## config.mk

```make
export PLATFORM = sky130hd
export DESIGN_NAME = rvsteel_irq_ctrl
export DESIGN_NICKNAME = d
export VERILOG_FILES = /design/src/rtl/rvsteel_irq_ctrl.sv
export SDC_FILE = /design/constraint.sdc
export NUM_CORES = 1
export LEC_CHECK = 0
export ABC_AREA = 1
export ABC_CLOCK_PERIOD_IN_PS = 1700
export CELL_PAD_IN_SITES_DETAIL_PLACEMENT = 1
export CELL_PAD_IN_SITES_GLOBAL_PLACEMENT = 1
export CORE_MARGIN = 5
export CORE_UTILIZATION = 36
export DETAILED_ROUTE_END_ITERATION = 10
export PLACE_DENSITY_LB_ADDON = 0.1
export RECOVER_POWER = 25
export SYNTH_ARGS = -nofsm -noshare
export SYNTH_HDL_FRONTEND = slang
export SYNTH_SLANG_ARGS = --single-unit
```

## constraint.sdc

```tcl
create_clock -name clock -period 1.7 [get_ports clock]
set_clock_uncertainty 0.15 [all_clocks]
set_input_delay 0.51 -clock clock [delete_from_list [all_inputs] [get_ports clock]]
set_output_delay 0.51 -clock clock [all_outputs]
set_load 0.02 [all_outputs]
```

## src/rtl/rvsteel_irq_ctrl.sv

```systemverilog
// -----------------------------------------------------------------------------
// rvsteel_irq_ctrl
// Memory-mapped external interrupt controller. Synchronizes NUM_IRQ
// asynchronous sources, latches them as edge- or level-triggered pending bits,
// and provides a claim/complete interface with an internal in-service mask so a
// claimed source cannot re-raise irq until software completes it.
//
// Register map (word index = rw_address[4:2]):
//   0 CR       bit0 EN (global enable of irq output)
//   1 IE       per-source enable mask
//   2 IP       pending bits (edge bits are write-1-to-clear)
//   3 TRIG     1 = edge, 0 = level
//   4 CLAIM    read: claim lowest eligible ID / write: COMPLETE ID
//   5 RAW      synchronized source levels (read-only)
//   6-7        read 0, writes ignored
//
// Ports:
//   clock          single clock, rising edge
//   reset          asynchronous, active-low
//   rw_address     byte address
//   read_data      registered read data
//   read_request   / read_response   read handshake (response one cycle later)
//   write_data, write_strobe, write_request / write_response  write handshake
//   irq_src        asynchronous interrupt sources (bit 0 = machine timer)
//   irq            registered external interrupt request to the core
// -----------------------------------------------------------------------------
module rvsteel_irq_ctrl #(
   parameter int unsigned NUM_IRQ = 16
) (
   input  logic               clock,
   input  logic               reset,
   input  logic [4:0]         rw_address,
   output logic [31:0]        read_data,
   input  logic               read_request,
   output logic               read_response,
   input  logic [31:0]        write_data,
   input  logic [3:0]         write_strobe,
   input  logic               write_request,
   output logic               write_response,
   input  logic [NUM_IRQ-1:0] irq_src,
   output logic               irq
);

   localparam logic [2:0] AddrCr    = 3'd0;
   localparam logic [2:0] AddrIe    = 3'd1;
   localparam logic [2:0] AddrIp    = 3'd2;
   localparam logic [2:0] AddrTrig  = 3'd3;
   localparam logic [2:0] AddrClaim = 3'd4;
   localparam logic [2:0] AddrRaw   = 3'd5;

   logic               en_q;
   logic [NUM_IRQ-1:0] ie_q, ip_q, trig_q, ins_q;
   logic [NUM_IRQ-1:0] s1_q, s2_q, s3_q;

   logic [NUM_IRQ-1:0] ip_d, ins_d;
   logic [NUM_IRQ-1:0] cand, claim_mask, claim_take, w1c_mask, complete_mask;
   logic [4:0]         claim_id;
   logic [31:0]        rdata;

   logic [2:0] word;
   logic       aligned, wr_en, rd_en, claim_rd, complete_wr;

   assign word        = rw_address[4:2];
   assign aligned     = (rw_address[1:0] == 2'b00);
   assign wr_en       = write_request && aligned && (write_strobe == 4'hF);
   assign rd_en       = read_request && aligned;
   assign claim_rd    = rd_en && (word == AddrClaim);
   assign complete_wr = wr_en && (word == AddrClaim);

   // Eligible sources; EN gates only the irq output, not claim selection.
   assign cand = ip_q & ie_q & ~ins_q;

   // Lowest-index eligible source wins (scan from the top so the last hit is lowest).
   always_comb begin
      claim_id   = 5'd0;
      claim_mask = '0;
      for (int i = int'(NUM_IRQ) - 1; i >= 0; i--) begin
         if (cand[i]) begin
            claim_id      = 5'(i + 1);
            claim_mask    = '0;
            claim_mask[i] = 1'b1;
         end
      end
   end

   // Out-of-range COMPLETE IDs (0 or > NUM_IRQ) match no bit and are ignored.
   always_comb begin
      complete_mask = '0;
      for (int i = 0; i < int'(NUM_IRQ); i++) begin
         if (complete_wr && (32'(write_data[4:0]) == 32'(i + 1))) begin
            complete_mask[i] = 1'b1;
         end
      end
   end

   assign claim_take = claim_rd ? claim_mask : '0;
   assign w1c_mask   = (wr_en && (word == AddrIp)) ? write_data[NUM_IRQ-1:0] : '0;

   // Edge bits: a new edge wins over a same-cycle W1C or claim clear.
   // Level bits simply follow the synchronized input.
   assign ip_d  = (trig_q & ((s2_q & ~s3_q) | (ip_q & ~(w1c_mask | claim_take))))
                | (~trig_q & s2_q);
   assign ins_d = (ins_q & ~complete_mask) | claim_take;

   always_comb begin
      rdata = 32'd0;
      case (word)
         AddrCr:    rdata = {31'd0, en_q};
         AddrIe:    rdata = 32'(ie_q);
         AddrIp:    rdata = 32'(ip_q);
         AddrTrig:  rdata = 32'(trig_q);
         AddrClaim: rdata = 32'(claim_id);
         AddrRaw:   rdata = 32'(s2_q);
         default:   rdata = 32'd0;
      endcase
   end

   always_ff @(posedge clock or negedge reset) begin
      if (!reset) begin
         s1_q <= '0;
         s2_q <= '0;
         s3_q <= '0;
      end else begin
         s1_q <= irq_src;
         s2_q <= s1_q;
         s3_q <= s2_q;
      end
   end

   always_ff @(posedge clock or negedge reset) begin
      if (!reset) begin
         en_q   <= 1'b0;
         ie_q   <= '0;
         trig_q <= '0;
      end else if (wr_en) begin
         case (word)
            AddrCr:   en_q   <= write_data[0];
            AddrIe:   ie_q   <= write_data[NUM_IRQ-1:0];
            AddrTrig: trig_q <= write_data[NUM_IRQ-1:0];
            default:  ;
         endcase
      end
   end

   always_ff @(posedge clock or negedge reset) begin
      if (!reset) begin
         ip_q  <= '0;
         ins_q <= '0;
         irq   <= 1'b0;
      end else begin
         ip_q  <= ip_d;
         ins_q <= ins_d;
         irq   <= en_q && (|cand);
      end
   end

   always_ff @(posedge clock or negedge reset) begin
      if (!reset) begin
         read_data      <= 32'd0;
         read_response  <= 1'b0;
         write_response <= 1'b0;
      end else begin
         read_response  <= read_request;
         write_response <= write_request;
         if (rd_en) begin
            read_data <= rdata;
         end
      end
   end

endmodule

```

After elaboration in Yosys (flattened, before gate mapping)
Cells that the tools add are included.
Storage, ports and cells
  flip-flop bits (word level): 148
  bits of input ports: 61
  output and inout port bits: 35
  word-level logic and storage cells: 130
Operators by class
  eq/ne operators: 22
  multiplexer cells: 51
  bitwise gates (word level): 16
  reductions and logical operators: 29
Operator list (number)
  $mux 16: 18
  $and 16x16->16: 7
  $pmux 16 s6: 1
  $mux 5: 16
  $not 16->16: 5
  $or 16x16->16: 4
  $eq 5x4->1 const B: 8
  $logic_and 1x1->1: 23
  $eq 5x3->1 const B: 4
  $mux 1: 16
  $reduce_or 16->1: 1
  $eq 5x2->1 const B: 2
  $eq 3x2->1 const B: 2
  $eq 3x3->1 const B: 2
  $reduce_and 2->1: 3
  $eq 5x1->1 const B: 1
  $eq 5x5->1 const B: 1
  $eq 4x4->1 const B: 1
  $eq 3x1->1 const B: 1
  $logic_not 3->1: 1
  $logic_not 2->1: 1

Logic depth before layout (Yosys ltp)
Gate-level depths: netlist (run 1).
  depth after elaboration: 25
  depth in mapped cells: 14
  mapped depth without buffers: 14

Worst setup path after synthesis (run 1)
Ideal clock, no wire load.
  path type: input -> register
  from: input rw_address[1]
  to: register ins_q[8]
  library setup time: 133 ps
  data arrival time: 1593 ps
  data required time: 1417 ps
  path slack: -176 ps
  stages on the path: 7
  path buffers: 0
  cells stage by stage: or2_4 > nor3_4 > nand2_1 > inv_2 > nand3_1 > o31ai_1 > o21ai_0
On the way
  cells in the longest elaborated chain, start to end: 9
  elaborated cells between the ends (all ways): 12
  classes of those cells: mux: 2; bitwise: 3; reduce/logical: 7
Ends and longest elaborated chain
  start: declaration: RTL line 32  | input logic [4:0] rw_address,
  $logic_not 2->1 *: RTL line 64  | assign aligned = (rw_address[1:0] == 2'b00);
  $logic_and 1x1->1 (2 in a row): RTL line 65  | assign wr_en = write_request && aligned && (write_strobe == 4'hF);
  $logic_and 1x1->1: RTL line 68  | assign complete_wr = wr_en && (word == AddrClaim);
  $logic_and 1x1->1: RTL line 90  | if (complete_wr && (32'(write_data[4:0]) == 32'(i + 1))) begin
  $mux 1: RTL line 90
  $not 16->16: RTL line 103  | assign ins_d = (ins_q & ~complete_mask) | claim_take;
  $and 16x16->16: RTL line 103
  $or 16x16->16 *: RTL line 103
  net ins_d[8]: RTL line 55  | logic [NUM_IRQ-1:0] ip_d, ins_d;
  end signal: assignment: RTL line 152  | ins_q <= ins_d;
  end: declaration: RTL line 52  | logic [NUM_IRQ-1:0] ie_q, ip_q, trig_q, ins_q;
The timed path passes the listed nets; every way through them passes the cells marked *.
A chain may end at the register's enable or synchronous reset.

Worst setup path in the final report (run 1)
  from: register ip_q[4]
  to: register read_data[4]
On the way
  cells in the longest elaborated chain, start to end: 8
Ends and longest elaborated chain
  start: declaration: RTL line 52
  start signal: assignment: RTL line 151  | ip_q <= ip_d;
  $and 16x16->16 (2 in a row): RTL line 71  | assign cand = ip_q & ie_q & ~ins_q;
  $mux 5 (5 in a row): RTL line 78  | if (cand[i]) begin
  $pmux 16 s6 *: RTL line 107  | case (word)
  end signal: assignment: RTL line 166  | read_data <= rdata;
  end: declaration: RTL line 33  | output logic [31:0] read_data,
Every way passes the cells marked *; elsewhere a longest branch is shown, timed or not.

==> results.cfg, run 1 <==
[pwr]
power.density_nw_per_um2 = 952
p_seq_share_pct = 42.9
pwr-share-clk_pct = 47.4
p_switching_uw = 1860
sw_frac_of_total_pct = 23.7
pwr-share-comb_pct = 9.6
total_power_uw = 7840
internal_power_uw = 5980
peakVddDrop_mv = 0.995
p_leak_uw = 0.00402

[synth]
ys_seq_elements = 132
synth-compound-area-share_pct = 15.2
synth_top_family_by_area = simple AND/OR/NAND/NOR gates
ys_seq_area_share_pct = 59.7
async_reset_ff_share_pct = 100
synth_xor_area_share_pct = 0
synth-edff-count = 0
synthesis.area_um2 = 5530
synth_ff_type = dfrtp_1
synth_largest_area_cell = dfrtp_1
synth_fa_ha_area_share_pct = 0
synthCells = 591
yosys_warnings = 0
muxShareOfSynthArea_pct = 0
netlist_top_cells_area = dfrtp_1, nand2_1, o21ai_0
synth_cell_types = 36
synth.top_cell.area_share_pct = 59.7
syn_avg_cell_area_um2 = 9.36
yosys.area_share.simple_pct = 18.5

[setup_path]
cp_num_cells = 9
cpMostUsedCell = nand2_1
r2r_cells = 9
required_ns = 1.92
cp_top_family = simple AND/OR/NAND/NOR gates
critPathKind = flop to flop
slowest_stage = dfrtp_1
max_stage_delay_ns = 0.40
start_kind = flop
end_kind = flop
path_max_fanout = 5
arrival_ns = 2.00
path_cells = nand2_1 > nor2_4 > nor2_1 > nand2_2 > nor3_2 > nand3b_1 > nand3_1 > nand2_1 > nand2_1
cp.buffers_inverters = 0

[job]
cap_violations = 0

[clock_tree]
cts_buffers = 17
clk_path_buf_depth = 2
cts_num_sinks = 132
path_clk_slew_ns = 0.05
cts_tree = built
h-tree-depth = 4
clk_latency_ns = 0.43
root_buffer = clkbuf_16

[route]
ant_nets = 0
totalWireLength_um = 17900
firstDrtPassIters = 4
via_per_inst = 5.05
drt-initial-drc-count = 222
drc = 0
wl_per_cell_um = 17.9
num_vias = 5043

[sta]
rsz0062_at_grt = true
worst_slack_ns = -0.0787
maxSlewViolCount = 0
finalCritPeriodShare_pct = 105
clock.fmax_ghz = 0.562
final-setup-viol-count = 11
max_slew_margin_pct = 46.8
hold_viol = 0
worst_pin_slew_ns = 0.798
finalCriticalPeriod_ns = 1.78

[die]
num_rows = 45
io-pin-count = 96
dieArea_um2 = 17900
initial_core_util_pct = 36.5
fp.dieW_um = 134
fp.dieH_um = 134
coreArea_um2 = 15100

[final_layout]
fin_nets = 859
drive_above_1_share_pct = 32.9
seq_area_um2 = 3300
area_growth_pct = 48.9
final_util_pct = 54.4
final_common_cell = nand2_1
multiInputGateArea_um2 = 2220
most-common-layout-cells = nand2_1, dfrtp_1, buf_4
fin_cells = 999
fillers = 1718
diodes = 0

[placement]
dp_cells = 941
hpwl_um = 12600
portBuffers = 63
gp_congestion = 0.884

[outcome]
status = finished with violations
violations = negative setup slack

[global_route]
antenna_found_initial = 0
grt_pass1_vias = 5439
gr-total-overflow = 0
grt_max_degree = 41
grt_pass1_wl_um = 28700
grt_util_all_layers_pct = 20.5

[min_path]
holdPathStages = 0
hp-class = flop to flop
## timing repair
action                                  in CTS  in global routing
hold buffers                                 1                  0
buffers inserted                            16                  9
cloned                                       0                  0
pin swaps                                   25                 22
gates resized for setup                    146                 55
hold endpoints to repair                    24                  0
endpoints found under the setup margin      99                 60
## sequential cells by signal, indices dropped and copies added (netlist names)
name	cells
s3_q	16
write_response	1
trig_q	16
read_response	1
ie_q	16
irq	1
ip_q	16
s1_q	16
en_q	1
s2_q	16
ins_q	16
read_data	16
## worst paths after layout
check                             startpoint                        to  slack, ns
setup / recovery           ip_q[4]$_DFF_PN0_  read_data[4]$_DFFE_PN0P_      -0.08
hold / removal             s1_q[5]$_DFF_PN0_         s2_q[5]$_DFF_PN0_       0.20
setup reg to reg           ip_q[4]$_DFF_PN0_  read_data[4]$_DFFE_PN0P_      -0.08
hold reg to reg            s1_q[5]$_DFF_PN0_         s2_q[5]$_DFF_PN0_       0.20
max in group asynchronous              reset       ins_q[11]$_DFF_PN0_       0.14
min in group asynchronous              reset         s2_q[0]$_DFF_PN0_       0.55
## Yosys cell counts (all sizes together), types with 5 or more instances
master	number
a22oi	19
o31ai	6
a21o	6
nor3	13
nand3	16
nand4	5
clkbuf	12
a221oi	5
o21ai	65
nor2	40
o2111ai	6
inv	45
a21oi	12
nand2	164
buf	18
dfrtp	132
o211ai	9
## logic make-up (layout without fill, tap and decap cells)
logic type / count (synthesis) / after routing
other: 1 / 16
buffers and inverters: 78 / 283
flip-flops: 132 / 132
AO/OA/AOI/OAI: 136 / 136
AND/OR/NAND/NOR: 244 / 244
## power by group through the flow
stage / Sequential, uW / Clock, uW / Combinational, uW
floorplan: 3450 / 0 / 248
global placement: 3410 / 0 / 732
detailed placement: 3420 / 0 / 747
CTS: 3360 / 3800 / 747
global route: 3380 / 3950 / 826
finish: 3370 / 3720 / 755
## per-layer routing
layer  global-route usage, %  wire length [um]
met1                    26.1              7870
met4                    6.51               450
met2                    34.0              8830
met3                    5.78               729
met5                       0                 0
## per-stage QoR
step / hold slack, ns / TNS [ns] / instance area [um2] / worst slack, ns
finish: 0.197 / -0.328 / 8240 / -0.0787
global route: 0.204 / -3.00 / 8240 / -0.204
CTS: 0.198 / -0.419 / 8030 / -0.0667
detailed placement: 0.186 / -51.97 / 7240 / -0.790
global placement: 0.183 / -48.97 / 7240 / -0.795
floorplan: 0.0644 / -1.58 / 5630 / -0.0992
## cell type report
type                    count  area share (%)
flip-flops and latches    132            40.1
multi-input cells         396            27.0
repair buffers            203            20.5
clock buffers              23            5.68
well taps                 188            2.86
inverters                  48            2.31
clock inverters             9            1.55
Note: power is estimated with default switching activity, not from simulation.
==> inputs of run 2 (changes only) <==
--- a/config.mk
+++ b/config.mk
@@ -9,7 +9,7 @@
 export ABC_CLOCK_PERIOD_IN_PS = 1700
 export CELL_PAD_IN_SITES_DETAIL_PLACEMENT = 1
 export CELL_PAD_IN_SITES_GLOBAL_PLACEMENT = 1
-export CORE_MARGIN = 5
+export CORE_MARGIN = 3
 export CORE_UTILIZATION = 36
 export DETAILED_ROUTE_END_ITERATION = 10
 export PLACE_DENSITY_LB_ADDON = 0.1
==> run 2 against run 1 <==
Effect of this change:
- via count is 0.58% lower
- worst setup slack gained 0.013 ns
- sequential cell count is the same
- largest power group unchanged
- the flow still finishes with violations (negative setup slack)
- total power fell by 1.9%
- utilization rose by 1.0 points
==> results.cfg, run 2 (synthesized netlist as in run 1, its figures left out) <==
[pwr]
p_switching_uw = 1900
total_power_uw = 7690
sw_frac_of_total_pct = 24.8
p_seq_share_pct = 43.8
internal_power_uw = 5780
power.density_nw_per_um2 = 941
pwr-share-comb_pct = 9.7
peakVddDrop_mv = 0.744
p_leak_uw = 0.00399
pwr-share-clk_pct = 46.4

[clock_tree]
clk_path_buf_depth = 2
h-tree-depth = 4
clk_latency_ns = 0.42
root_buffer = clkbuf_16
path_clk_slew_ns = 0.06
cts_tree = built
cts_num_sinks = 132
cts_buffers = 17

[placement]
place_ws_ns = -0.892
portBuffers = 63
hpwl_um = 12700
gp_congestion = 0.930

[global_route]
grt_util_all_layers_pct = 21.6
gr-total-overflow = 0
antenna_found_initial = 0
grt_max_degree = 35
grt_pass1_vias = 5328
grt_pass1_wl_um = 27700

[route]
drc = 0
wl_per_cell_um = 17.7
totalWireLength_um = 17500
firstDrtPassIters = 4
num_vias = 5014
ant_nets = 0
drt-initial-drc-count = 236
via_per_inst = 5.09

[outcome]
violations = negative setup slack
status = finished with violations

[final_layout]
fin_nets = 852
most-common-layout-cells = nand2_1, dfrtp_1, buf_4
final_common_cell = nand2_1
diodes = 0
fillers = 1670
area_growth_pct = 47.8
drive_above_1_share_pct = 33.2

[setup_path]
critPathKind = flop to flop
path_cells = nand2_2 > nor2_4 > nor2_2 > nand2_4 > nor3_4 > nand3b_1 > nor2_1 > o21ai_1
r2r_cells = 8
max_stage_delay_ns = 0.39
cp.buffers_inverters = 0
rrSetupSlack_ns = -0.07
start_kind = flop
slowest_stage = dfrtp_1
arrival_ns = 1.92
cp_top_family = simple AND/OR/NAND/NOR gates
path_max_fanout = 4
reg2reg_to = ip_q[15]$_DFF_PN0_
required_ns = 1.85
r2r_start = ip_q[5]$_DFF_PN0_
end_kind = flop

[min_path]
holdPathStages = 1
hold_end = write_response$_DFF_PN0_
hp-class = input port to flop
worstHoldStart = write_request

[die]
coreArea_um2 = 14800
io-pin-count = 96
num_rows = 44
fp.dieH_um = 130
dieArea_um2 = 16900
fp.dieW_um = 130
initial_core_util_pct = 37.5

[sta]
rsz0062_at_grt = true
final-setup-viol-count = 9
worst_pin_slew_ns = 0.918
finalCriticalPeriod_ns = 1.77
hold_viol = 0
worst_slack_ns = -0.0655
max_slew_margin_pct = 38.8
maxSlewViolCount = 0
finalCritPeriodShare_pct = 104
clock.fmax_ghz = 0.566

[job]
cap_violations = 0
## run 2: changes by cell type in the layout (fill, tap and decap cells not counted), sizes merged
cell,change
bufinv,-1
clkinv,+2
inv,+2
clkdlybuf4s25,-1
dlygate4sd2,-3
clkbuf,-4
buf,-7
clkdlybuf4s15,+3
## run 2: layer usage
metal	vias up	GRT usage [%]	part of all wire, %
li1	2360	-	-
met1	2508	27.9	45
met2	120	35.4	49
met3	26	4.67	4.4
met4	0	8.74	1.8
met5	-	0	0
## run 2: worst max path at each step
stage | start | end | slack (ns) | cells past startpoint
3_5_place_dp | rw_address[3] | ip_q[15]$_DFF_PN0_ | -0.89 | 8
3_3_place_gp | rw_address[3] | ip_q[15]$_DFF_PN0_ | -0.73 | 8
2_1_floorplan | rw_address[1] | ins_q[8]$_DFF_PN0_ | -0.1 | 7
5_1_grt | ie_q[9]$_DFFE_PN0P_ | ip_q[15]$_DFF_PN0_ | -0.19 | 9
4_1_cts | ie_q[3]$_DFFE_PN0P_ | ip_q[15]$_DFF_PN0_ | -0.12 | 10
6_report | ip_q[5]$_DFF_PN0_ | ip_q[15]$_DFF_PN0_ | -0.07 | 8
## run 2: final cells by class
| type | count | area (um2) | share of cell area, % |
|---|---|---|---|
| Sequential cell | 132 | 3300 | 40.4 |
| Tap cell | 184 | 230 | 2.82 |
| Clock inverter | 12 | 133 | 1.62 |
| Clock buffer | 18 | 439 | 5.37 |
| Inverter | 48 | 186 | 2.28 |
| Timing Repair Buffer | 196 | 1620 | 19.8 |
| Multi-Input combinational cell | 396 | 2260 | 27.7 |
## run 2: stage by stage
stage               utilization, %  hold WS, ns  TNS, ns  instances  cell area (um2)
finish                        55.4        0.189   -0.191        986             8170
global route                  55.4        0.177    -7.43        986             8170
CTS                           53.4        0.192   -0.397        973             7880
detailed placement            48.6        0.186   -50.44        931             7170
global placement              48.6        0.182   -47.28        931             7170
floorplan                        -       0.0644    -1.58        606             5630
## run 2: timing repair
item	4_1_cts	5_1_grt
endpoints found under the setup margin	99	62
hold endpoints to repair	28	0
resized for setup	140	71
pin swaps	28	37
setup buffers	12	15
hold buffers	1	0
## run 2: power groups by stage
stage                     Combinational [uW]  Clock, uW  Sequential (uW)
after global placement                   724          0             3410
after global routing                     822       3790             3380
after CTS                                731       3640             3370
after floorplan                          248          0             3450
final                                    747       3570             3370
after detailed placement                 738          0             3420
